**src/rtl/rvc_expander_pkg.sv**
```systemverilog
// Shared encodings for the RVC expander: RV32I opcodes/funct3, RVC quadrant and funct3 codes.
// Pure declarations; no latency or flow control.
package rvc_expander_pkg;

    localparam logic [31:0] NOP_INST = 32'h0000_0013;

    localparam logic [6:0] OPC_OP     = 7'b0110011;
    localparam logic [6:0] OPC_OP_IMM = 7'b0010011;
    localparam logic [6:0] OPC_LOAD   = 7'b0000011;
    localparam logic [6:0] OPC_STORE  = 7'b0100011;
    localparam logic [6:0] OPC_BRANCH = 7'b1100011;
    localparam logic [6:0] OPC_JAL    = 7'b1101111;
    localparam logic [6:0] OPC_JALR   = 7'b1100111;
    localparam logic [6:0] OPC_LUI    = 7'b0110111;
    localparam logic [6:0] OPC_SYSTEM = 7'b1110011;

    localparam logic [2:0] F3_ADD = 3'b000;
    localparam logic [2:0] F3_SLL = 3'b001;
    localparam logic [2:0] F3_W   = 3'b010;
    localparam logic [2:0] F3_XOR = 3'b100;
    localparam logic [2:0] F3_SR  = 3'b101;
    localparam logic [2:0] F3_OR  = 3'b110;
    localparam logic [2:0] F3_AND = 3'b111;
    localparam logic [2:0] F3_BEQ = 3'b000;
    localparam logic [2:0] F3_BNE = 3'b001;

    typedef enum logic [1:0] {
        QUAD0     = 2'b00,
        QUAD1     = 2'b01,
        QUAD2     = 2'b10,
        QUAD_FULL = 2'b11
    } rvc_quad_e;

    localparam logic [2:0] C0_ADDI4SPN = 3'b000;
    localparam logic [2:0] C0_LW       = 3'b010;
    localparam logic [2:0] C0_SW       = 3'b110;
    localparam logic [2:0] C1_ADDI     = 3'b000;
    localparam logic [2:0] C1_JAL      = 3'b001;
    localparam logic [2:0] C1_LI       = 3'b010;
    localparam logic [2:0] C1_LUI      = 3'b011;
    localparam logic [2:0] C1_ARITH    = 3'b100;
    localparam logic [2:0] C1_J        = 3'b101;
    localparam logic [2:0] C1_BEQZ     = 3'b110;
    localparam logic [2:0] C1_BNEZ     = 3'b111;
    localparam logic [2:0] C2_SLLI     = 3'b000;
    localparam logic [2:0] C2_LWSP     = 3'b010;
    localparam logic [2:0] C2_JR_MV    = 3'b100;
    localparam logic [2:0] C2_SWSP     = 3'b110;

    // Compressed 3-bit register fields address x8..x15.
    function automatic logic [4:0] creg(input logic [2:0] f);
        return {2'b01, f};
    endfunction

endpackage

```
**src/rtl/rvc_decompress.sv**
```systemverilog
// Combinational RV32C -> RV32I expander; illegal/unsupported encodings yield NOP_WORD with o_illegal set.
// Zero latency, no flow control.
module rvc_decompress
    import rvc_expander_pkg::*;
#(
    parameter logic [31:0] NOP_WORD = 32'h0000_0013
) (
    input  logic [15:0] i_c,
    output logic [31:0] o_inst,
    output logic        o_illegal
);

    logic [2:0]  w_f3;
    logic [4:0]  w_rd, w_rs2, w_rdp, w_rs1p;
    logic [11:0] w_imm6;
    logic [11:1] w_joff;
    logic [8:1]  w_boff;
    logic [31:0] w_inst;
    logic        w_ill;
    rvc_quad_e   w_quad;

    assign w_quad = rvc_quad_e'(i_c[1:0]);
    assign w_f3   = i_c[15:13];
    assign w_rd   = i_c[11:7];
    assign w_rs2  = i_c[6:2];
    assign w_rdp  = creg(i_c[4:2]);
    assign w_rs1p = creg(i_c[9:7]);
    assign w_imm6 = {{7{i_c[12]}}, i_c[6:2]};
    assign w_joff = {i_c[12], i_c[8], i_c[10:9], i_c[6], i_c[7], i_c[2], i_c[11], i_c[5:3]};
    assign w_boff = {i_c[12], i_c[6:5], i_c[2], i_c[11:10], i_c[4:3]};

    always_comb begin
        w_inst = NOP_WORD;
        w_ill  = 1'b0;
        case (w_quad)
            QUAD0: begin
                case (w_f3)
                    C0_ADDI4SPN: begin
                        w_ill  = (i_c[12:5] == 8'd0);
                        w_inst = {2'b00, i_c[10:7], i_c[12:11], i_c[5], i_c[6], 2'b00,
                                  5'd2, F3_ADD, w_rdp, OPC_OP_IMM};
                    end
                    C0_LW: w_inst = {5'd0, i_c[5], i_c[12:10], i_c[6], 2'b00,
                                     w_rs1p, F3_W, w_rdp, OPC_LOAD};
                    C0_SW: w_inst = {5'd0, i_c[5], i_c[12], w_rdp, w_rs1p, F3_W,
                                     i_c[11:10], i_c[6], 2'b00, OPC_STORE};
                    default: w_ill = 1'b1;
                endcase
            end
            QUAD1: begin
                case (w_f3)
                    C1_ADDI: w_inst = {w_imm6, w_rd, F3_ADD, w_rd, OPC_OP_IMM};
                    C1_JAL, C1_J: w_inst = {w_joff[11], w_joff[10:1], w_joff[11], {8{w_joff[11]}},
                                            (w_f3 == C1_JAL) ? 5'd1 : 5'd0, OPC_JAL};
                    C1_LI: w_inst = {w_imm6, 5'd0, F3_ADD, w_rd, OPC_OP_IMM};
                    C1_LUI: begin
                        w_ill = (w_imm6 == 12'd0);
                        if (w_rd == 5'd2)
                            w_inst = {{3{i_c[12]}}, i_c[4:3], i_c[5], i_c[2], i_c[6], 4'b0000,
                                      5'd2, F3_ADD, 5'd2, OPC_OP_IMM};
                        else
                            w_inst = {{15{i_c[12]}}, i_c[6:2], w_rd, OPC_LUI};
                    end
                    C1_ARITH: begin
                        case (i_c[11:10])
                            2'b00: begin
                                w_ill  = i_c[12];
                                w_inst = {7'b0000000, i_c[6:2], w_rs1p, F3_SR, w_rs1p, OPC_OP_IMM};
                            end
                            2'b01: begin
                                w_ill  = i_c[12];
                                w_inst = {7'b0100000, i_c[6:2], w_rs1p, F3_SR, w_rs1p, OPC_OP_IMM};
                            end
                            2'b10: w_inst = {w_imm6, w_rs1p, F3_AND, w_rs1p, OPC_OP_IMM};
                            default: begin
                                // bit 12 set selects the RV64 word ops and reserved slots
                                w_ill = i_c[12];
                                case (i_c[6:5])
                                    2'b00:   w_inst = {7'b0100000, w_rdp, w_rs1p, F3_ADD, w_rs1p, OPC_OP};
                                    2'b01:   w_inst = {7'b0000000, w_rdp, w_rs1p, F3_XOR, w_rs1p, OPC_OP};
                                    2'b10:   w_inst = {7'b0000000, w_rdp, w_rs1p, F3_OR,  w_rs1p, OPC_OP};
                                    default: w_inst = {7'b0000000, w_rdp, w_rs1p, F3_AND, w_rs1p, OPC_OP};
                                endcase
                            end
                        endcase
                    end
                    default: w_inst = {w_boff[8], {3{w_boff[8]}}, w_boff[7:5], 5'd0, w_rs1p,
                                       (w_f3 == C1_BNEZ) ? F3_BNE : F3_BEQ,
                                       w_boff[4:1], w_boff[8], OPC_BRANCH};
                endcase
            end
            QUAD2: begin
                case (w_f3)
                    C2_SLLI: begin
                        w_ill  = i_c[12];
                        w_inst = {7'b0000000, i_c[6:2], w_rd, F3_SLL, w_rd, OPC_OP_IMM};
                    end
                    C2_LWSP: begin
                        w_ill  = (w_rd == 5'd0);
                        w_inst = {4'b0000, i_c[3:2], i_c[12], i_c[6:4], 2'b00,
                                  5'd2, F3_W, w_rd, OPC_LOAD};
                    end
                    C2_JR_MV: begin
                        if (!i_c[12]) begin
                            if (w_rs2 == 5'd0) begin
                                w_ill  = (w_rd == 5'd0);
                                w_inst = {12'd0, w_rd, F3_ADD, 5'd0, OPC_JALR};
                            end else begin
                                w_inst = {7'd0, w_rs2, 5'd0, F3_ADD, w_rd, OPC_OP};
                            end
                        end else if (w_rs2 == 5'd0) begin
                            if (w_rd == 5'd0)
                                w_inst = {12'd1, 5'd0, 3'b000, 5'd0, OPC_SYSTEM};
                            else
                                w_inst = {12'd0, w_rd, F3_ADD, 5'd1, OPC_JALR};
                        end else begin
                            w_inst = {7'd0, w_rs2, w_rd, F3_ADD, w_rd, OPC_OP};
                        end
                    end
                    C2_SWSP: w_inst = {4'b0000, i_c[8:7], i_c[12], w_rs2, 5'd2, F3_W,
                                       i_c[11:9], 2'b00, OPC_STORE};
                    default: w_ill = 1'b1;
                endcase
            end
            default: w_ill = 1'b1;
        endcase
    end

    assign o_illegal = w_ill;
    assign o_inst    = w_ill ? NOP_WORD : w_inst;

endmodule

```
**src/rtl/rvc_expander.sv**
```systemverilog
// Expands aligned RV32C/RV32I words into one registered slot toward decode; 1-cycle latency.
// in_ready = !out_valid | out_ready; slot holds stable while decode stalls; flush empties it.
module rvc_expander #(
    parameter bit          RVC_EN   = 1'b1,
    parameter logic [31:0] NOP_INST = rvc_expander_pkg::NOP_INST
) (
    input  logic        clk,
    input  logic        rst_n,
    input  logic        in_valid,
    input  logic [31:0] in_pc,
    input  logic [31:0] in_data,
    output logic        in_ready,
    input  logic        flush,
    output logic        out_valid,
    input  logic        out_ready,
    output logic [31:0] out_inst,
    output logic [31:0] out_pc,
    output logic [31:0] out_next_pc,
    output logic        out_is_compressed,
    output logic        out_illegal
);
    import rvc_expander_pkg::*;

    logic        w_is_c, w_load, w_c_ill, w_ill;
    logic [31:0] w_c_inst, w_inst, w_next_pc;

    logic        r_valid, r_is_c, r_ill;
    logic [31:0] r_inst, r_pc, r_next_pc;

    assign w_is_c    = (rvc_quad_e'(in_data[1:0]) != QUAD_FULL);
    assign w_next_pc = in_pc + (w_is_c ? 32'd2 : 32'd4);
    assign in_ready  = !r_valid | out_ready;
    assign w_load    = in_valid & in_ready;

    rvc_decompress #(
        .NOP_WORD (NOP_INST)
    ) u_decompress (
        .i_c       (in_data[15:0]),
        .o_inst    (w_c_inst),
        .o_illegal (w_c_ill)
    );

    always_comb begin
        w_inst = in_data;
        w_ill  = 1'b0;
        if (w_is_c) begin
            w_inst = RVC_EN ? w_c_inst : NOP_INST;
            w_ill  = RVC_EN ? w_c_ill : 1'b1;
        end
    end

    always_ff @(posedge clk) begin
        if (!rst_n) begin
            r_valid   <= 1'b0;
            r_inst    <= NOP_INST;
            r_pc      <= 32'd0;
            r_next_pc <= 32'd0;
            r_is_c    <= 1'b0;
            r_ill     <= 1'b0;
        end else if (flush) begin
            r_valid <= 1'b0;
        end else if (w_load) begin
            r_valid   <= 1'b1;
            r_inst    <= w_inst;
            r_pc      <= in_pc;
            r_next_pc <= w_next_pc;
            r_is_c    <= w_is_c;
            r_ill     <= w_ill;
        end else if (out_ready) begin
            r_valid <= 1'b0;
        end
    end

    assign out_valid         = r_valid;
    assign out_inst          = r_inst;
    assign out_pc            = r_pc;
    assign out_next_pc       = r_next_pc;
    assign out_is_compressed = r_is_c;
    assign out_illegal       = r_ill;

endmodule

```
**config.mk**
```make
export PLATFORM = sky130hd
export DESIGN_NAME = rvc_expander
export DESIGN_NICKNAME = d
export VERILOG_FILES = /design/src/rtl/rvc_expander_pkg.sv /design/src/rtl/rvc_decompress.sv /design/src/rtl/rvc_expander.sv
export SDC_FILE = /design/constraint.sdc
export NUM_CORES = 1
export LEC_CHECK = 0
export ABC_AREA = 1
export CAP_MARGIN = 20
export CELL_PAD_IN_SITES_DETAIL_PLACEMENT = 0
export CELL_PAD_IN_SITES_GLOBAL_PLACEMENT = 1
export CORE_UTILIZATION = 35
export CTS_BUF_LIST = sky130_fd_sc_hd__clkbuf_4 sky130_fd_sc_hd__clkbuf_8 sky130_fd_sc_hd__clkbuf_16
export DETAILED_ROUTE_END_ITERATION = 6
export PLACE_DENSITY = 0.95
export SLEW_MARGIN = 20
export SYNTH_ARGS = -nofsm -noshare
export SYNTH_HDL_FRONTEND = slang
export SYNTH_SLANG_ARGS = --single-unit
```
**constraint.sdc**
```tcl
create_clock -name clk -period 6.37 [get_ports clk]
set_input_delay 0.9555 -clock clk [delete_from_list [all_inputs] [get_ports clk]]
set_output_delay 0.9555 -clock clk [all_outputs]
set_load 0.05 [all_outputs]
```
==> flow_summary.yaml, run 1 <==
synthesis:
  syn_nets: 1002
  ys_seq_area_share_pct: 33.7
  syn-cell-area_mm2: 0.00581
  synthDistinctLibCells: 41
  synth_cells: 930
  yosysWarnings: 0
  synth_area_per_cell_um2: 6.25
  synth_top_area_share_pct: 33.7
  synth_area_leaders: "dfxtp_1 34%, nand2_1 18%, a21oi_1 8.1%"
  synth_top_area_cell: "dfxtp_1"
  ys_ff_latch: 98
routing:
  ant_nets: 0
  wl_mm: 23.5
  via_per_inst: 5.33
  wl_met1_mm: 10.5
  dr_total_vias: 6891
  drc: 0
  dr.pass1.iters: 6
  met3_length_mm: 1.72
  top_layer: "met4"
  wl_met2_mm: 10.4
  avgRoutedWirePerCell_um: 18.2
  drt-initial-drc-count: 669
sta:
  layout_min_cycle_time_ns: 3.58
  setup_viol: 0
  hold_ws_ns: 0.446
  slew_headroom_pct: 37.9
  final-hold-violation-count: 0
  tns_ns: 0
  tightest_slew_ns: 0.928
  timing.final.ws_setup_ns: 2.79
  timing.final.crit_share_pct: 56.2
  fmax_ghz: 0.280
  fin_worst_skew_ns: 0.0101
  rsz0062_at_grt: "no"
  slew_viol_final: 0
clock_tree:
  hold_buffers: 0
  ctsResizeCount: 0
  htree_num_levels: 3
  clkTransAtPathRegs_ns: 0.07
  post_cts_buffers: 0
  cts_tree: "built"
  numCtsBuffers: 9
  cts_buffer_depth: 2
  cts_sinks: 98
  clock_latency_ns: 0.36
  clockRootBuffer: "clkbuf_16"
finish:
  final_common_cell: "nand2_1"
  diodes: 0
  layout_common_cells: "281 x nand2_1, 167 x clkdlybuf4s50_1, 98 x dfxtp_1"
  register_area_mm2: 0.00196
  fin_nets: 1143
  drive_gt1_share_pct: 5.20
  num-fill-cells: 1671
  multi_input_comb_area_mm2: 0.00332
  syn_to_final_growth_pct: 35.8
floorplanning:
  die-height_um: 131
  die-width_um: 131
  core_mm2: 0.0161
  rows: 46
  die_area_mm2: 0.0171
  initial_utilization_pct: 36.2
  pin_count: 169
setup_path:
  cp.arrival_ns: 3.84
  startpoint_type: "input port"
  worstSetupEndpointType: "flop"
  crit_fanout: 32
  critPathKind: "input port to flop"
  required_ns: 6.63
worst_hold_path:
  worstHoldPathType: "flop to flop"
grt:
  antenna_found_initial: 0
  grt_pass1_vias: 6363
  grt_pass1_wl_mm: 35.9
  grt_overflow_total: 0
  grt_max_degree: 84
  track_usage_pct: 28.0
power_and_ir_drop:
  p_per_area_mw_per_mm2: 214
  p_leak_uw: 0.00340
  ir_drop_uv: 120
placed_design:
  finalWeightedCongestion: 0.999
  portBuffers: 168
  dp_hpwl_mm: 17.7
  place_ws_ns: 2.46
flow_run:
  cap_violations: 0
outcome:
  outcome: "completed"
path summary, 6_finish.rpt:
check	startpoint	to	slack [ns]	cells past startpoint
worst max-delay path	in_data[0]	out_next_pc[18]	2.79	16
worst min-delay path	out_inst[0]	out_inst[0]	0.45	1
worst max register to register	out_valid	out_illegal	3.66	11
worst min register to register	out_inst[0]	out_inst[0]	0.45	1
per-stage QoR:
stage	total power (µW)	cell area (µm²)	util, %	std cells
2_1_floorplan	963	5810	-	930
3_3_place_gp	1150	7600	47.3	1276
3_5_place_dp	1150	7600	47.3	1276
4_1_cts	1690	7900	49.2	1292
5_1_grt	1760	7900	49.2	1292
6_report	1690	7900	49.2	1292
critical path, stage by stage:
cell,delay [ns]
clkdlybuf4s50_1,0.62
nand2_1,0.27
inv_1,0.11
buf_4,0.34
ha_1,0.18
nand3_1,0.09
nand2_1,0.13
nand2_1,0.12
nor2_1,0.26
nand2_1,0.15
inv_1,0.21
nand3_1,0.10
nand3_1,0.08
nand3_1,0.08
nand2_1,0.06
inv_1,0.04
layer usage:
metal  GRT usage, %  vias up
met1           37.3     3165
met4           13.0        0
met3           4.76       49
met2           44.1      327
met5              0        -
li1               -     3350
area by class of cell:
type,instances,area share [%]
Multi-Input combinational cell,705,42.1
Sequential cell,98,24.8
Timing Repair Buffer,175,21.9
Inverter,82,3.99
Tap cell,216,3.42
Clock buffer,9,2.85
Clock inverter,7,0.903
report_power, final:
group | internal (µW) | switching [µW]
Sequential | 647 | 20.4
Combinational | 152 | 321
Clock | 277 | 270
Total | 1080 | 611
Yosys cell counts:
| cell | count |
|---|---|
| clkinv_1 | 1 |
| inv_2 | 4 |
| inv_4 | 3 |
| nand2_2 | 6 |
| nor3_1 | 18 |
| a22o_1 | 4 |
| buf_6 | 3 |
| clkbuf_1 | 27 |
| inv_1 | 74 |
| a21oi_2 | 2 |
| nor2_1 | 79 |
| nand2_4 | 1 |
| ha_1 | 2 |
| nand3_1 | 72 |
| nor3_4 | 1 |
| nand4_1 | 14 |
| o22ai_1 | 4 |
| nand3b_1 | 2 |
| xnor2_1 | 4 |
| or2_2 | 3 |
| a31oi_1 | 1 |
| o21ai_1 | 1 |
| a211oi_1 | 4 |
| and3_1 | 1 |
| buf_1 | 1 |
| buf_2 | 10 |
| nor2_2 | 7 |
| nor4_1 | 2 |
| buf_4 | 4 |
| a32o_1 | 1 |
| dfxtp_1 | 98 |
| fa_1 | 1 |
| o21ai_0 | 72 |
| nand2_1 | 282 |
| nand3_2 | 1 |
| nor2_4 | 1 |
| a21oi_1 | 94 |
| o211ai_1 | 10 |
| o31ai_1 | 3 |
| xor2_1 | 11 |
| a21boi_0 | 1 |
kinds of logic after synthesis:
| kind of cell | Yosys count | synth area share [%] |
|---|---|---|
| AND/OR/NAND/NOR | 490 | 35.7 |
| AO/OA/AOI/OAI | 197 | 18.3 |
| flip-flops | 98 | 33.7 |
| adder cells (fa/ha/maj) | 3 | 0.775 |
| XOR/XNOR | 15 | 2.26 |
| buffers and inverters | 127 | 9.19 |
registers in the layout (all words and copies together), names as in the netlist:
| name | count |
|---|---|
| out_is_compressed | 1 |
| out_valid | 1 |
| out_illegal | 1 |
| out_pc | 32 |
| out_inst | 32 |
| out_next_pc | 31 |
No activity file was read; power rests on OpenSTA's default activity.
==> run 2, diff against run 1 <==
--- a/config.mk
+++ b/config.mk
@@ -9,10 +9,10 @@
 export CAP_MARGIN = 20
 export CELL_PAD_IN_SITES_DETAIL_PLACEMENT = 0
 export CELL_PAD_IN_SITES_GLOBAL_PLACEMENT = 1
-export CORE_UTILIZATION = 35
+export CORE_UTILIZATION = 33
 export CTS_BUF_LIST = sky130_fd_sc_hd__clkbuf_4 sky130_fd_sc_hd__clkbuf_8 sky130_fd_sc_hd__clkbuf_16
 export DETAILED_ROUTE_END_ITERATION = 6
-export PLACE_DENSITY = 0.95
+export PLACE_DENSITY = 0.93
 export SLEW_MARGIN = 20
 export SYNTH_ARGS = -nofsm -noshare
 export SYNTH_HDL_FRONTEND = slang
==> constraint.sdc (replaced) <==
create_clock -name clk -period 3.4 [get_ports clk]
set_input_delay 0.51 -clock clk [delete_from_list [all_inputs] [get_ports clk]]
set_output_delay 0.51 -clock clk [all_outputs]
set_load 0.05 [all_outputs]
==> flow_summary.yaml, run 2 (synthesis results as in run 1) <==
floorplanning:
  die-width_um: 135
  initial_utilization_pct: 33.7
  pin_count: 169
  core_mm2: 0.0172
  rows: 48
  die_area_mm2: 0.0181
  die-height_um: 135
routing:
  drt-initial-drc-count: 603
  via_per_inst: 5.22
  dr.pass1.iters: 7
  wl_mm: 24.3
  drc: 2
  avgRoutedWirePerCell_um: 18.4
  dr_total_vias: 6899
  ant_nets: 0
sta:
  layout_min_cycle_time_ns: 2.78
  slew_viol_final: 0
  timing.final.crit_share_pct: 81.8
  tightest_slew_ns: 0.671
  fin_worst_skew_ns: 0.00640
  fmax_ghz: 0.360
  hold_ws_ns: 0.447
  slew_headroom_pct: 55.1
  setup_viol: 0
  rsz0062_at_grt: "no"
  tns_ns: 0
  final-hold-violation-count: 0
  timing.final.ws_setup_ns: 0.619
setup_path:
  reg2reg_from: "out_valid"
  rr_endpoint: "out_next_pc[15]"
  ff2ff_setup_slack_ns: 1.67
  rr_worst_depth: 10
  required_ns: 3.70
  crit_fanout: 4
  critPathKind: "input port to flop"
  startpoint_type: "input port"
  worstSetupEndpointType: "flop"
  cp.arrival_ns: 3.08
finish:
  syn_to_final_growth_pct: 39.0
  drive_gt1_share_pct: 6.93
  layout_common_cells: "281 x nand2_1, 167 x clkdlybuf4s50_1, 98 x dfxtp_1"
  final_common_cell: "nand2_1"
  fin_nets: 1163
  diodes: 0
clock_tree:
  clkTransAtPathRegs_ns: 0.08
  clock_latency_ns: 0.36
  cts_buffer_depth: 2
  cts_tree: "built"
  post_cts_buffers: 0
  hold_buffers: 0
  clockRootBuffer: "clkbuf_16"
  cts_sinks: 98
  numCtsBuffers: 9
  ctsResizeCount: 0
  htree_num_levels: 3
power_and_ir_drop:
  p_leak_uw: 0.00350
  ir_drop_uv: 269
  p_per_area_mw_per_mm2: 397
worst_hold_path:
  worstHoldPathType: "flop to flop"
  whs_path_depth: 1
  min-delay-start: "out_inst[0]"
  min_to: "out_inst[0]"
flow_run:
  cap_violations: 0
placed_design:
  dp_hpwl_mm: 18.4
  place_ws_ns: 0.240
  portBuffers: 168
  finalWeightedCongestion: 1.05
outcome:
  violations: "DRC"
  outcome: "complete, but fails checks"
grt:
  grt_pass1_vias: 6477
  grt_max_degree: 83
  grt_overflow_total: 0
  antenna_found_initial: 0
  track_usage_pct: 26.7
  grt_pass1_wl_mm: 36.8
run 2: cell types whose count changed in the layout (fill, tap and decap cells not counted):
cell / change
clkbuf_8: +1
clkinv_8: -1
buf_4: +18
buf_12: +2
run 2: metrics by stage:
stage | instances | instance area (µm²) | power [µW] | util [%]
after floorplan | 930 | 5810 | 1800 | -
after CTS | 1321 | 8080 | 3210 | 46.9
after detailed placement | 1305 | 7780 | 2170 | 45.2
final | 1321 | 8080 | 3200 | 46.9
after global placement | 1305 | 7780 | 2180 | 45.2
after global routing | 1321 | 8080 | 3320 | 46.9
run 2: worst max path at each step:
stage                          start               to  slack (ns)  cells past startpoint
after floorplan           in_data[1]  out_next_pc[23]        1.10                     12
after global placement    in_data[0]  out_next_pc[23]        0.32                     13
after detailed placement  in_data[1]  out_next_pc[23]        0.24                     13
after CTS                 in_data[1]  out_next_pc[23]        0.62                     13
after global routing      in_data[1]  out_next_pc[23]        0.44                     13
final                     in_data[1]  out_next_pc[23]        0.62                     13
run 2: cell type report:
type	instances	area (µm²)
clock buffers	10	239
clock inverters	6	55.1
fillers	1840	9160
inverters	82	315
multi-input cells	705	3320
flip-flops and latches	98	1960
well taps	225	282
repair buffers	195	1900
run 2: per-layer routing:
layer	part of all wire [%]	GRT usage [%]	up-vias	wire, µm
met5	0	0	-	0
met1	43	33.4	3144	10400
li1	-	-	3377	-
met2	46	44.2	323	11200
met4	3.7	11.6	0	888
met3	7.1	5.41	55	1720
run 2: power breakdown:
part / total [µW] / switching [µW] / internal (µW)
logic: 909 / 606 / 303
registers: 1250 / 35.2 / 1210
clock network: 1050 / 514 / 533
run 2: worst max-delay path: stages:
cell             delay [ns]
clkdlybuf4s50_1        0.48
nand2_1                0.22
ha_1                   0.21
inv_1                  0.05
fa_1                   0.41
inv_1                  0.08
nand3_1                0.15
nor2_1                 0.21
nand2_1                0.16
nor3_1                 0.25
xor2_1                 0.16
nand2_1                0.06
a21oi_1                0.11
